--- config.mk ---
export PLATFORM = sky130hd
export DESIGN_NAME = dmem_responder
export DESIGN_NICKNAME = d
export VERILOG_FILES = /design/src/rtl/dmem_pkg.sv /design/src/rtl/dmem_array.sv /design/src/rtl/dmem_responder.sv
export SDC_FILE = /design/constraint.sdc
export NUM_CORES = 2
export LEC_CHECK = 0
export CAP_MARGIN = 25
export CORE_ASPECT_RATIO = 2
export CORE_UTILIZATION = 55
export DETAILED_ROUTE_END_ITERATION = 10
export PLACE_DENSITY = 0.71
export SLEW_MARGIN = 20
export SYNTH_ARGS = -nofsm -noshare
export SYNTH_HDL_FRONTEND = slang
export SYNTH_SLANG_ARGS = --single-unit
--- constraint.sdc ---
create_clock -name clk -period 8.5 [get_ports clk]
set_input_delay 0.85 -clock clk [delete_from_list [all_inputs] [get_ports clk]]
set_output_delay 0.85 -clock clk [all_outputs]
set_load 0.01 [all_outputs]
--- src/rtl/dmem_pkg.sv ---
// Shared types and constants for the data-memory responder.
package dmem_pkg;

  typedef enum logic [1:0] {IDLE, WAIT, ACCESS, RESP} state_t;

  localparam int unsigned DATA_W = 16;
  localparam int unsigned CNT_W  = 4;

  // Value of addr[0] that selects each byte lane.
  localparam logic LANE_LO = 1'b0;
  localparam logic LANE_HI = 1'b1;

  // Latched request payload (address is carried separately since its width is a parameter).
  typedef struct packed {
    logic              write;
    logic              byte_acc;
    logic [DATA_W-1:0] wdata;
  } req_t;

  function automatic int unsigned idx_w(input int unsigned depth);
    return (depth > 32'd1) ? 32'($clog2(depth)) : 32'd1;
  endfunction

endpackage

--- src/rtl/dmem_array.sv ---
// Word-organised data store: synchronous byte-enabled write, combinational read.
module dmem_array
  import dmem_pkg::*;
#(
  parameter int unsigned DEPTH_WORDS = 256,
  parameter int unsigned IDX_W       = idx_w(DEPTH_WORDS)
) (
  input  logic              clk,
  input  logic              we,
  input  logic [1:0]        be,
  input  logic [IDX_W-1:0]  idx,
  input  logic [DATA_W-1:0] wdata,
  output logic [DATA_W-1:0] rdata_c
);

  logic [DATA_W-1:0] mem [DEPTH_WORDS];

  // Store contents are deliberately not reset.
  always_ff @(posedge clk) begin
    if (we) begin
      if (be[0]) mem[idx][7:0]  <= wdata[7:0];
      if (be[1]) mem[idx][15:8] <= wdata[15:8];
    end
  end

  assign rdata_c = mem[idx];

endmodule

--- src/rtl/dmem_responder.sv ---
// Valid/ready data-memory responder with configurable wait states.
// Optional: define DMEM_MISALIGN_ERR_EN to flag misaligned word and out-of-range accesses.
module dmem_responder
  import dmem_pkg::*;
#(
  parameter int unsigned ADDR_W      = 16,
  parameter int unsigned DEPTH_WORDS = 256,
  parameter int unsigned WAIT_CYCLES = 2
) (
  input  logic              clk,
  input  logic              reset_n,
  input  logic              req_valid,
  output logic              req_ready,
  input  logic              req_write,
  input  logic              req_byte,
  input  logic [ADDR_W-1:0] req_addr,
  input  logic [DATA_W-1:0] req_wdata,
  output logic              rsp_valid,
  input  logic              rsp_ready,
  output logic [DATA_W-1:0] rsp_rdata,
  output logic              rsp_err,
  output logic              busy
);

  localparam int unsigned IDX_W  = idx_w(DEPTH_WORDS);
  localparam int unsigned WIDX_W = ADDR_W - 1;
  localparam logic [CNT_W-1:0] CNT_LOAD =
    (WAIT_CYCLES > 0) ? CNT_W'(WAIT_CYCLES - 1) : '0;

  state_t            state, state_next;
  req_t              req_q;
  logic [ADDR_W-1:0] addr_q;
  logic [CNT_W-1:0]  cnt;

  logic              accept_c;
  logic              access_c;
  logic [WIDX_W-1:0] widx_c;
  logic              in_range_c;
  logic              err_c;
  logic              we_c;
  logic [1:0]        be_c;
  logic [DATA_W-1:0] wdata_c;
  logic [DATA_W-1:0] rdata_c;
  logic [7:0]        lane_c;
  logic [DATA_W-1:0] load_c;

  always_ff @(posedge clk or negedge reset_n) begin
    if (!reset_n) state <= IDLE;
    else          state <= state_next;
  end

  always_comb begin
    state_next = state;
    accept_c   = 1'b0;
    access_c   = 1'b0;
    unique case (state)
      IDLE: begin
        if (req_valid && req_ready) begin
          accept_c   = 1'b1;
          state_next = (WAIT_CYCLES > 0) ? WAIT : ACCESS;
        end
      end
      WAIT: begin
        if (cnt == '0) state_next = ACCESS;
      end
      ACCESS: begin
        access_c   = 1'b1;
        state_next = RESP;
      end
      RESP: begin
        if (rsp_ready) state_next = IDLE;
      end
      default: state_next = IDLE;
    endcase
  end

  // Address decode and error classification on the latched request.
  assign widx_c     = addr_q[ADDR_W-1:1];
  assign in_range_c = (32'(widx_c) < DEPTH_WORDS);
`ifdef DMEM_MISALIGN_ERR_EN
  assign err_c = (!req_q.byte_acc && addr_q[0]) || !in_range_c;
`else
  assign err_c = 1'b0;
`endif

  assign we_c    = access_c && req_q.write && in_range_c && !err_c;
  assign be_c    = !req_q.byte_acc      ? 2'b11 :
                   (addr_q[0] == LANE_HI) ? 2'b10 : 2'b01;
  assign wdata_c = req_q.byte_acc ? {2{req_q.wdata[7:0]}} : req_q.wdata;
  assign lane_c  = (addr_q[0] == LANE_LO) ? rdata_c[7:0] : rdata_c[15:8];

  always_comb begin
    load_c = '0;
    if (!req_q.write && in_range_c && !err_c)
      load_c = req_q.byte_acc ? {8'h00, lane_c} : rdata_c;
  end

  dmem_array #(
    .DEPTH_WORDS (DEPTH_WORDS),
    .IDX_W       (IDX_W)
  ) u_array (
    .clk     (clk),
    .we      (we_c),
    .be      (be_c),
    .idx     (IDX_W'(widx_c)),
    .wdata   (wdata_c),
    .rdata_c (rdata_c)
  );

  // Registered outputs follow the next state so they line up with the state register.
  always_ff @(posedge clk or negedge reset_n) begin
    if (!reset_n) begin
      req_ready <= 1'b1;
      rsp_valid <= 1'b0;
      busy      <= 1'b0;
      rsp_rdata <= '0;
      rsp_err   <= 1'b0;
      cnt       <= '0;
      req_q     <= '0;
      addr_q    <= '0;
    end else begin
      req_ready <= (state_next == IDLE);
      rsp_valid <= (state_next == RESP);
      busy      <= (state_next != IDLE);
      if (accept_c) begin
        req_q  <= '{write: req_write, byte_acc: req_byte, wdata: req_wdata};
        addr_q <= req_addr;
        cnt    <= CNT_LOAD;
      end else if (state == WAIT && cnt != '0) begin
        cnt <= cnt - CNT_W'(1);
      end
      if (access_c) begin
        rsp_rdata <= load_c;
        rsp_err   <= err_c;
      end
    end
  end

endmodule

==> flow_summary.json <==
{
  "finClkSkew_ns": 0.0541,
  "arrival_ns": 6.22,
  "cts_tree": "yes",
  "post_drt_wl_per_cell_um": 37.3,
  "layout-area-overhead-vs-synth_pct": 10.4,
  "setup_violations": 0,
  "synth_commonest_cells": "edfxtp_1 (4096), mux4_2 (1071), nor2_1 (556), a22oi_1 (271), clkbuf_1 (197)",
  "startpoint_type": "flip-flop",
  "ys_top_cells_by_area": "edfxtp_1 (77%), mux4_2 (15%), nor2_1 (1.3%)",
  "row_count": 279,
  "crit_fanout": 31,
  "postRouteAntennaNets": 0,
  "via_per_inst": 6.71,
  "clk_latency_ns": 0.92,
  "grt_usage": 0.293,
  "final.fill_count": 19300,
  "cts-resized-gates": 0,
  "crit_path_start": "addr_q[1]",
  "ioPinCount": 58,
  "ys_seq_area_frac": 0.779,
  "fp.dieH_um": 764,
  "cp_data_required_time_ns": 9.28,
  "p_leak_uw": 0.0538,
  "syn_area_um2": 160000,
  "reg2reg_depth": 9,
  "yosysWarnings": 0,
  "dp_cells": 10800,
  "synth_top_area_cell": "edfxtp_1",
  "clkTransAtPathRegs_ns": 0.07,
  "antenna_found_initial": 7,
  "slew_violations": 0,
  "hold_class": "input port to async pin",
  "rsz0062_at_grt": "no",
  "numPortBuffers": 56,
  "yosysUniqueCellTypes": 64,
  "power_density_nw_per_um2": 356,
  "cts_buffers": 336,
  "start_util": 0.554,
  "seqCellArea_um2": 125000,
  "synth-edff-count": 4096,
  "avgSynthCellArea_um2": 22.1,
  "worst_pin_slew_ns": 1.34,
  "grt_pass1_vias": 79300,
  "synth_most_common_cell": "edfxtp_1",
  "violations": "design-rule violations",
  "grt_max_degree": 200,
  "syn_inst": 7233,
  "cap_violations": 0,
  "drive_above_1_share": 0.246,
  "final_cells": 11500,
  "nets": 7423,
  "fmax_mhz": 184,
  "crit_end": "rsp_rdata[3]",
  "critPathCaptureType": "flip-flop",
  "synth_nets": 7272,
  "reg2reg_from": "addr_q[1]",
  "htreeDepth": 5,
  "max_slew_margin": 0.103,
  "fin_tns_setup_ns": 0,
  "yosysTopAreaCellShare": 0.770,
  "via_count": 76900,
  "core_um2": 289000,
  "totalWireLength_mm": 427,
  "ys_ff_latch": 4155,
  "cts_setup_buffers": 0,
  "hpwlAfterDp_mm": 270,
  "grt_first_pass_wirelength_mm": 597,
  "period_share": 0.641,
  "multi_input_area_um2": 33600,
  "cts-root-buf": "clkbuf_16",
  "drc": 4,
  "postCtsHoldBufs": 0,
  "whs_ns": 0.0913,
  "period_minus_slack_ns": 5.45,
  "ys.flop_type": "edfxtp_1",
  "gp_congestion": 0.938,
  "die_w_um": 383,
  "ys_async_sr_fraction": 0.0142,
  "dieArea_um2": 293000,
  "drt_iter0_drc": 9475,
  "hold_violations": 0,
  "drt_first_pass_iters": 10,
  "status": "finished with violations",
  "gr-total-overflow": 0,
  "clockBufferDepth": 4,
  "crit_type": "flip-flop to flip-flop",
  "peakVddDrop_mv": 0.399,
  "cts.sinks": 4155,
  "ff2ff_setup_slack_ns": 3.05,
  "r2r_end": "rsp_rdata[3]"
}
-- critical path, cell delays in order, from the launching register on --
cell and delay, ns:
dfrtp_4 0.98, buf_4 0.59, buf_4 0.64, mux4_2 0.59, a22oi_1 0.28, a21oi_1 0.26
o41ai_1 0.89, nand4_1 0.41, o21ai_0 0.41, a21oi_1 0.14
-- cell families (layout without fill, tap and decap cells) --
group	after synthesis	after routing	share of synthesized area
buf+inv	452	866	0.0139
other cells	1	14	0.0000235
simple gates	817	817	0.0215
mux	1218	1218	0.160
xor+xnor	3	3	0.000164
fa+ha+maj	1	1	0.0000783
compound gates	586	586	0.0250
flops	4155	4155	0.779
-- per-stage QoR --
step	util	instance area, um^2	setup WS (ns)	total power (uW)
after floorplan	-	160000	2.45	39300
after CTS	0.610	176000	3.14	62600
after global routing	0.611	176000	3.02	64000
final	0.611	176000	3.05	62700
after detailed placement	0.572	165000	3.14	47000
after global placement	0.572	165000	3.09	46500
-- state kept, by name, summed over array words and instances, names as in the netlist --
| name | flops |
|---|---|
| state | 2 |
| req_ready | 1 |
| busy | 1 |
| u_array.mem | 4096 |
| rsp_rdata | 16 |
| rsp_valid | 1 |
| addr_q | 16 |
| req_q | 18 |
| cnt | 4 |
-- metal layers --
metal / global-route usage / part of all wire
met1: 0.314 / 0.31
met2: 0.509 / 0.53
met3: 0.0506 / 0.074
met4: 0.237 / 0.095
met5: 0 / 0
-- worst min-delay path by stage --
stage                             to  slack [ns]  cells after the start
after global placement    addr_q[10]        0.49                      1
after CTS                  rsp_valid        0.09                      1
after floorplan            req_q[15]        0.48                      1
final                         cnt[3]        0.09                      1
after global routing          cnt[3]        0.15                      1
after detailed placement  addr_q[15]        0.50                      1
-- layout make-up --
cell class,instances,share of cell area
timing repair buffer,257,0.0139
antenna,13,0.000184
tap,3793,0.0269
clock buffer,415,0.0515
sequential,4155,0.706
inverter,8,0.000213
multi-input combinational,2626,0.190
clock inverter,186,0.0111
-- where the power goes --
group | leakage (uW) | internal (uW) | switching [uW]
clock network | 0.00537 | 8810 | 7160
registers | 0.0376 | 26500 | 726
logic | 0.0108 | 6470 | 13100
total | 0.0538 | 41800 | 20900
-- placed cells by master (no fill, tap or decap), types with 7 or more instances in the layout --
master / n
edfxtp_1: 4096
mux4_2: 1071
nor2_1: 553
clkbuf_16: 351
a22oi_1: 271
buf_4: 167
a21oi_1: 139
nand2_1: 104
mux2i_1: 103
o22ai_1: 62
clkinv_2: 61
clkbuf_1: 58
clkdlybuf4s50_1: 55
clkinv_1: 53
dfrtp_1: 44
bufinv_16: 39
mux2_2: 36
nand3_1: 29
buf_12: 24
nand4_1: 21
clkinvlp_4: 21
o21ai_0: 15
nor4_1: 14
o41ai_2: 14
o41ai_1: 14
diode_2: 13
dfrtp_4: 13
nand3_2: 12
a22o_1: 12
nor2b_1: 11
nor3_1: 11
o211ai_1: 10
mux2_8: 8
a211oi_1: 8
nand2b_1: 7
Power figures use the tool's default switching activity.
